[config.mk]
export PLATFORM = sky130hd
export DESIGN_NAME = mem_bus_arbiter
export DESIGN_NICKNAME = d
export VERILOG_FILES = /design/src/rtl/mem_bus_arbiter.sv
export SDC_FILE = /design/constraint.sdc
export NUM_CORES = 1
export LEC_CHECK = 0
export ABC_CLOCK_PERIOD_IN_PS = 2100
export BUFFER_PORTS_ARGS = -buffer_cell sky130_fd_sc_hd__buf_2
export CAP_MARGIN = 10
export CORE_MARGIN = 2
export CORE_UTILIZATION = 30
export DETAILED_ROUTE_END_ITERATION = 10
export PLACE_DENSITY_LB_ADDON = 0.1
export SYNTH_ARGS = -nofsm -noshare
export SYNTH_HDL_FRONTEND = slang
export SYNTH_SLANG_ARGS = --single-unit
[constraint.sdc]
create_clock -name Clk -period 2.1 [get_ports Clk]
set_input_delay 0.21 -clock Clk [delete_from_list [all_inputs] [get_ports Clk]]
set_output_delay 0.21 -clock Clk [all_outputs]
set_load 0.02 [all_outputs]
[src/rtl/mem_bus_arbiter.sv]
// -----------------------------------------------------------------------------
// mem_bus_arbiter
//
// Purpose:
//   Arbitrates the core's instruction-cache and data-cache bus requests onto a
//   single variable-latency memory port. Simultaneous requests are resolved
//   round-robin, with the data side winning the first conflict after reset. A
//   completion is returned to the granted side as a one-cycle ready pulse. A
//   timeout counter forces an error completion if memory never acks, so the
//   pipeline can never hang on a dead memory.
//
// Ports:
//   Clk             in   1   system clock, rising edge
//   Rst             in   1   synchronous reset, active-low
//   Icache_bus_out  in   66  {req, we, addr[31:0], wdata[31:0]}; we is ignored
//   Icache_bus_in   out  33  {ready, rdata[31:0]}
//   Dcache_bus_out  in   66  {req, we, addr[31:0], wdata[31:0]}
//   Dcache_bus_in   out  33  {ready, rdata[31:0]}
//   mem_req         out  1   memory request, held until ack or timeout
//   mem_we          out  1   1 = write, 0 = read
//   mem_addr        out  32  memory address
//   mem_wdata       out  32  memory write data
//   mem_rdata       in   32  memory read data, valid with mem_ack
//   mem_ack         in   1   single-cycle completion from memory
//   o_busy          out  1   high whenever the FSM is not idle
//   o_timeout_err   out  1   sticky timeout flag, cleared only by reset
//
// All outputs come straight from registers.
// -----------------------------------------------------------------------------
module mem_bus_arbiter #(
    parameter int unsigned TIMEOUT_CYCLES = 64,
    parameter logic [31:0] ERR_DATA       = 32'hDEADBEEF
) (
    input  logic        Clk,
    input  logic        Rst,
    input  logic [65:0] Icache_bus_out,
    output logic [32:0] Icache_bus_in,
    input  logic [65:0] Dcache_bus_out,
    output logic [32:0] Dcache_bus_in,
    output logic        mem_req,
    output logic        mem_we,
    output logic [31:0] mem_addr,
    output logic [31:0] mem_wdata,
    input  logic [31:0] mem_rdata,
    input  logic        mem_ack,
    output logic        o_busy,
    output logic        o_timeout_err
);

    typedef enum logic [1:0] {
        S_IDLE = 2'd0,
        S_MEM  = 2'd1,
        S_RESP = 2'd2
    } state_t;

    localparam int unsigned     CNT_W      = (TIMEOUT_CYCLES > 1) ? $clog2(TIMEOUT_CYCLES) : 1;
    localparam logic [CNT_W-1:0] CNT_LAST  = CNT_W'(TIMEOUT_CYCLES - 1);
    localparam bit               TIMEOUT_EN = (TIMEOUT_CYCLES != 0);

    state_t             state_q, state_d;
    logic               grant_d_q, grant_d_d;   // 1 = data side owns the transaction
    logic               last_d_q, last_d_d;     // 1 = data side was granted last
    logic [CNT_W-1:0]   cnt_q, cnt_d;
    logic               mem_req_q, mem_req_d;
    logic               mem_we_q, mem_we_d;
    logic [31:0]        mem_addr_q, mem_addr_d;
    logic [31:0]        mem_wdata_q, mem_wdata_d;
    logic [32:0]        ibus_q, ibus_d;
    logic [32:0]        dbus_q, dbus_d;
    logic               busy_q, busy_d;
    logic               terr_q, terr_d;

    logic               req_i, req_d, pick_d;
    logic [32:0]        resp;

    // The instruction cache never writes, so its we bit is deliberately unused.
    logic               unused_i_we;
    assign unused_i_we = Icache_bus_out[64];

    assign req_i = Icache_bus_out[65];
    assign req_d = Dcache_bus_out[65];

    always_comb begin
        state_d     = state_q;
        grant_d_d   = grant_d_q;
        last_d_d    = last_d_q;
        cnt_d       = cnt_q;
        mem_req_d   = mem_req_q;
        mem_we_d    = mem_we_q;
        mem_addr_d  = mem_addr_q;
        mem_wdata_d = mem_wdata_q;
        ibus_d      = ibus_q;
        dbus_d      = dbus_q;
        terr_d      = terr_q;
        pick_d      = 1'b0;
        resp        = 33'h0;

        case (state_q)
            S_IDLE: begin
                // On a conflict the side that was not granted last wins.
                pick_d = req_d && (!req_i || !last_d_q);
                if (req_i || req_d) begin
                    grant_d_d   = pick_d;
                    last_d_d    = pick_d;
                    mem_req_d   = 1'b1;
                    mem_we_d    = pick_d ? Dcache_bus_out[64] : 1'b0;
                    mem_addr_d  = pick_d ? Dcache_bus_out[63:32] : Icache_bus_out[63:32];
                    mem_wdata_d = pick_d ? Dcache_bus_out[31:0]  : Icache_bus_out[31:0];
                    cnt_d       = '0;
                    state_d     = S_MEM;
                end
            end

            S_MEM: begin
                cnt_d = cnt_q + 1'b1;
                // An ack in the timeout cycle takes priority: normal completion.
                if (mem_ack) begin
                    resp      = {1'b1, mem_we_q ? 32'h0 : mem_rdata};
                    mem_req_d = 1'b0;
                    state_d   = S_RESP;
                end else if (TIMEOUT_EN && (cnt_q == CNT_LAST)) begin
                    resp      = {1'b1, ERR_DATA};
                    mem_req_d = 1'b0;
                    terr_d    = 1'b1;
                    state_d   = S_RESP;
                end
                if (resp[32]) begin
                    if (grant_d_q) begin
                        dbus_d = resp;
                    end else begin
                        ibus_d = resp;
                    end
                end
            end

            S_RESP: begin
                // One-cycle turnaround lets the requester drop req before
                // IDLE samples it again.
                ibus_d  = 33'h0;
                dbus_d  = 33'h0;
                state_d = S_IDLE;
            end

            default: begin
                state_d = S_IDLE;
            end
        endcase

        busy_d = (state_d != S_IDLE);
    end

    always_ff @(posedge Clk) begin
        if (!Rst) begin
            state_q     <= S_IDLE;
            grant_d_q   <= 1'b0;
            last_d_q    <= 1'b0;
            cnt_q       <= '0;
            mem_req_q   <= 1'b0;
            mem_we_q    <= 1'b0;
            mem_addr_q  <= 32'h0;
            mem_wdata_q <= 32'h0;
            ibus_q      <= 33'h0;
            dbus_q      <= 33'h0;
            busy_q      <= 1'b0;
            terr_q      <= 1'b0;
        end else begin
            state_q     <= state_d;
            grant_d_q   <= grant_d_d;
            last_d_q    <= last_d_d;
            cnt_q       <= cnt_d;
            mem_req_q   <= mem_req_d;
            mem_we_q    <= mem_we_d;
            mem_addr_q  <= mem_addr_d;
            mem_wdata_q <= mem_wdata_d;
            ibus_q      <= ibus_d;
            dbus_q      <= dbus_d;
            busy_q      <= busy_d;
            terr_q      <= terr_d;
        end
    end

    assign Icache_bus_in = ibus_q;
    assign Dcache_bus_in = dbus_q;
    assign mem_req       = mem_req_q;
    assign mem_we        = mem_we_q;
    assign mem_addr      = mem_addr_q;
    assign mem_wdata     = mem_wdata_q;
    assign o_busy        = busy_q;
    assign o_timeout_err = terr_q;

endmodule

### After elaboration in Yosys (flattened, before gate mapping)

Index checks and enable logic that the tools add are counted.

* register bits: 143
* input port bits: 167
* logic and storage cells: 59

* add/subtract/negate cells: 1
* equality and inequality tests: 8
* mux-type cells: 23
* bitwise gates (word level): 1
* reductions and logical operators: 15

Operators by type and width (count)
* $mux W33: 7
* $pmux W33 S2: 2
* $mux W32: 3
* $pmux W6 S2: 1
* $reduce_and A3 Y1: 4
* $ne A2 B2 Y1 const B: 4
* $add A6 B1 Y6 const B: 1
* $eq A6 B6 Y1 const B: 1
* $mux W2: 3
* $mux W6: 1
* $reduce_bool A2 Y1: 3
* $mux W1: 4
* $pmux W2 S2: 1
* $reduce_and A2 Y1: 2
* $ne A3 B3 Y1 const B: 1
* $eq A2 B1 Y1 const B: 1
* $eq A2 B2 Y1 const B: 1
* $logic_not A1 Y1: 2
* $logic_not A2 Y1: 1
* $logic_or A1 B1 Y1: 2
* $pmux W1 S2: 1
* $logic_and A1 B1 Y1: 1
* $not A1 Y1: 1

### Depth between registers and ports, before layout

* word-level depth: 7
* mapped depth: 8

### Least setup slack after synthesis

Ideal clock, no wire load.

* kind: register to register
* start: register state_q[0]
* end: register dbus_q[10] (netlist: Dcache_bus_in[10])
* setup time: 0.117 ns
* data arrival time: 1.545 ns
* slack: 0.439 ns
* cell stages (with the launch flop): 9
* buffers on the path: 2
* clock period less this slack: 1.661 ns
* cells stage by stage: dfxtp_1 > inv_1 > ha_1 > nand4_1 > o221ai_1 > nor2b_1 > clkbuf_2 > buf_2 > a22o_1

* longest elaborated chain between the ends: 3
* elaborated cells on any way between the ends: 7
* classes of those cells: eq/ne (4); mux (1); reduce/logical (2)

Ends and longest elaborated chain
* start, declared: RTL line 60 `state_t state_q, state_d;`
* start signal, assigned: RTL line 167 `state_q <= state_d;`
* $eq A2 B1 Y1 / $eq A2 B2 Y1 (equally long branches): RTL line 98 `case (state_q)`
* $ne A2 B2 Y1 (no line) / $reduce_bool A2 Y1 (equally long branches)
* $reduce_and A3 Y1 (no line)
* end signal, assigned: RTL line 176 `dbus_q <= dbus_d;`
* end, declared: RTL line 69 `logic [32:0] dbus_q, dbus_d;`

Parallel ways exist; a longest one is shown, timed or not.
A chain may end at the register's enable or synchronous reset.

### Worst setup path after layout

* start: register state_q[0]
* end: register busy_q (netlist: o_busy)

* longest elaborated chain between the ends: 4
* elaborated cells on any way between the ends: 7
* classes of those cells: eq/ne (1); mux (4); reduce/logical (2)

Ends and longest elaborated chain
* $mux W2: RTL line 121 `end else if (TIMEOUT_EN && (cnt_q == CNT_LAST)) begin`
* $mux W2: RTL line 117 `if (mem_ack) begin`
* $pmux W2 S2 *: RTL line 98
* $reduce_bool A2 Y1 *: RTL line 149 `busy_d = (state_d != S_IDLE);`
* end signal, assigned: RTL line 177 `busy_q <= busy_d;`
* end, declared: RTL line 70 `logic busy_q, busy_d;`

Mark *: on every way between the ends. The rest lies on a longest branch, timed or not.

==> metrics list <==
- Max_slew headroom: 0.5259
- Worst-path fanout max: 8
* Congestion Overflow GR: 0
* Number of enable-type register cells in the synthesized netlist: 0
- Worst setup skew after layout: a little under 0.007 ns
- Number of sinks driven by the clock tree: ~140
- Of all cell types, the one taking the most synthesized area is sky130_fd_sc_hd__dfxtp_1.
- Yosys printed 0 warnings.
- For the worst setup path, the data required time is between 2 and 2.5 ns.
* Top area cells in the synthesized netlist: sky130_fd_sc_hd__dfxtp_1 49%, sky130_fd_sc_hd__mux2i_1 14%, sky130_fd_sc_hd__a211oi_1 8.4%
- In this run the static leakage power is approximately 4 nW.
* Insertion delay to the later sink of the worst-skew pair: around 0.41 ns
- Path type of the worst min-delay path: in -> reg
* Height of the chip: between 100 and 150 um
- The area growth from synthesis to layout is 41.31%.
- After synthesis, the netlist uses 43 different library cells.
- The clock tree synthesis step divided the H-tree into 4 levels.
- Post-Syn Area per Cell: 10.15 sq um
* Syn_nets: between 700 and 800
- Number of synthesized register bits: approximately 140
- In the final timing run, aggregate negative setup slack is 0 ns.
- Counting the buffers created by CTS gives 17.
- TritonCTS built the clock tree.
* Count of final max-slew check failures: 0
* TritonRoute pass-1 iters: 4
- For the pin with the worst max-slew slack, the measured transition is 0.7096 ns.
- Ranked by instance count, the synthesized netlist is headed by 143 x sky130_fd_sc_hd__dfxtp_1, 94 x sky130_fd_sc_hd__nor2_1, 80 x sky130_fd_sc_hd__mux2i_1.
- The most used flip-flop cell after synthesis is sky130_fd_sc_hd__dfxtp_1.
- Cell count after synthesis: 573
- Clock Pin Slew Worst Setup and Hold Paths: around 0.060 ns
- In this run the count of I/O pins placed on the die edge is ~300.
- Violation count after the first detailed-route iteration: about 160
- Post-CTS repair changed the size of 0 cells.
* Sequential element share of the synthesized area: 0.4920
- Post-Layout Inst Area: around 8200 sq um
- The layout has around 1900 filler cells.
- Routability-driven placement finished with a final weighted congestion of roughly 0.78.
* Setup Crit Path Kind: reg -> reg
- Capturing element type of the critical path: register
* Overall routing resource usage: 0.1596
* Async SR Flop Fraction: 0
- Power spread over the standard cell area amounts to 1035 nW/um^2.
* Ant. Diodes: 0
- Standard-cell rows: 50
- Summed over all layers, the routed wires come to roughly 17 mm.
- By instance count, the leading cell after synthesis is sky130_fd_sc_hd__dfxtp_1.
- Longest Clk Path Bufs: 2
- Final hold viol count: 0
* Number of nets in the layout: around 1000
- Initial cell density of the core: 0.3079
- In the final layout, the share of cells above drive strength 1 is 0.4064.
- Post-CTS setup buffer count: 0
- Data arrival, critical path: approximately 2.3 ns
- Die area: 20520 sq um
- DP Area: 7605 sq um
- CTS Hold Bufs: 0
* Initial antenna violation count: 0
* Element type at the critical path start: register
* Maximum clock frequency: between 500 and 600 MHz
- Via count: 5321
- The first global-routing pass estimated between 20 and 30 mm of wire.
- VDD sags by at most slightly above 0.5 mV.
- Using the TritonRoute via totals, the vias-per-cell ratio works out to 4.705.
* Period Utilization, post-route: 0.9167
* Post-detailed-route wirelength per cell: about 15 um
* Mapped Area: 5818 sq um
* Cell chosen for the clock root: sky130_fd_sc_hd__clkbuf_16
* Final period demand of the worst path: 1.925 ns
- Setup violation total in the final timing report: 0
- Across the run, the number of max-cap violations was 0.
* DRC violations left: 0
- Buffers on Ports: 299
* Horizontal die dimension: around 140 um
* Pin count of the biggest net entering global routing: 91
* Antenna viol nets, final: 0
- Core Box Area: between 15000 and 20000 sq um
* Portion of synthesized cell area occupied by the leading cell type: 0.4920
- The number of global-route vias before repair was between 5000 and 6000.
- The flow ran to the end, and the final reports show no timing, DRC or antenna violations.
- HPWL after detailed placement: roughly 12 mm
- Unrepaired setup endpoints after global routing: no
==> cell type report <==
type                            count  area, sq um  area share
Sequential cell                   143         2863      0.3482
Multi-Input combinational cell    376         2723      0.3312
Timing Repair Buffer              314         1672      0.2033
Clock buffer                       20        456.7     0.05555
Tap cell                          260        325.3     0.03957
Clock inverter                     12        160.2     0.01948
Inverter                            6        22.52    0.002739
==> cell families (layout without fill, tap and decap cells) <==
logic type	after synthesis	count (layout)	synth area share
compound gates	158	158	0.2105
xor+xnor	4	4	0.006021
fa+ha+maj	4	4	0.008602
buf+inv	54	352	0.04365
flops	143	143	0.4920
mux	80	80	0.1376
simple gates	130	130	0.1015
==> routing by layer <==
metal  global-route usage  vias up  part of all wire  routed length (um)
met4              0.04025        0            0.0066                 112
met2               0.2740      206              0.49                8298
li1                     -     2662                 -                   -
met5                    0        -                 0                   0
met1               0.1903     2446              0.44                7436
met3              0.05667        7             0.071                1210
==> critical path, stage by stage, from the launching register on <==
cell and delay, ns:
sky130_fd_sc_hd__dfxtp_1 0.31, sky130_fd_sc_hd__inv_1 0.10, sky130_fd_sc_hd__ha_1 0.30, sky130_fd_sc_hd__nor3b_1 0.63, sky130_fd_sc_hd__o21ai_0 0.16, sky130_fd_sc_hd__o22ai_1 0.22, sky130_fd_sc_hd__or2_2 0.15
==> metrics by stage <==
stage	instances	total power, W	util	setup WS [ns]	hold slack [ns]
6_report	1131	0.008506	0.4352	0.1749	0.07388
5_1_grt	1131	0.008959	0.4352	0.01664	0.04856
4_1_cts	1131	0.008648	0.4352	0.1860	0.04919
3_5_place_dp	1099	0.005461	0.4025	0.2059	0.4497
3_3_place_gp	1099	0.005424	0.4025	0.2349	0.4521
2_1_floorplan	573	0.004661	-	0.4387	0.3252
==> report_power, final <==
group | internal (W) | switching (W) | leakage [nW] | total [W]
Clock | 0.00194 | 0.00119 | 0.289 | 0.00313
Sequential | 0.00305 | 0.000174 | 1.17 | 0.00323
Combinational | 0.000828 | 0.00133 | 2.62 | 0.00215
==> cell usage in the layout (no fill, tap or decap), drive strengths merged, types with 2 or more instances in the layout <==
master    netlist  layout
a211oi         65      65
a21o           24      24
a21oi           4       4
a22o           48      48
and2            8       8
buf            22     314
bufinv          0       3
clkbuf         26      20
clkinv          0       4
clkinvlp        0       4
dfxtp         143     143
ha              4       4
inv             6       7
mux2i          80      80
nand2           5       5
nand2b          2       2
nand3           5       5
nand3b          2       2
nor2           94      94
nor2b           3       3
nor3            3       3
nor3b           2       2
nor4            2       2
o21ai           7       7
xnor2           4       4
==> sequential cells by signal, indices dropped and copies added, names as in the netlist <==
| signal | flops |
|---|---|
| Icache_bus_in | 33 |
| mem_addr | 32 |
| o_timeout_err | 1 |
| o_busy | 1 |
| cnt_q | 6 |
| Dcache_bus_in | 33 |
| mem_we | 1 |
| mem_req | 1 |
| mem_wdata | 32 |
| state_q | 2 |
| last_d_q | 1 |
==> worst paths after layout <==
| path | from | endpoint | slack, ns | cells after the start |
|---|---|---|---|---|
| setup / recovery | state_q[0]$_SDFF_PN0_ | o_busy$_SDFF_PN0_ | 0.17 | 6 |
| hold / removal | Dcache_bus_out[64] | mem_we$_SDFFE_PN0P_ | 0.07 | 3 |
| setup reg to reg | state_q[0]$_SDFF_PN0_ | o_busy$_SDFF_PN0_ | 0.17 | 6 |
| hold reg to reg | o_timeout_err$_SDFFE_PN0P_ | o_timeout_err$_SDFFE_PN0P_ | 0.47 | 2 |
Power figures use the tool's default switching activity.
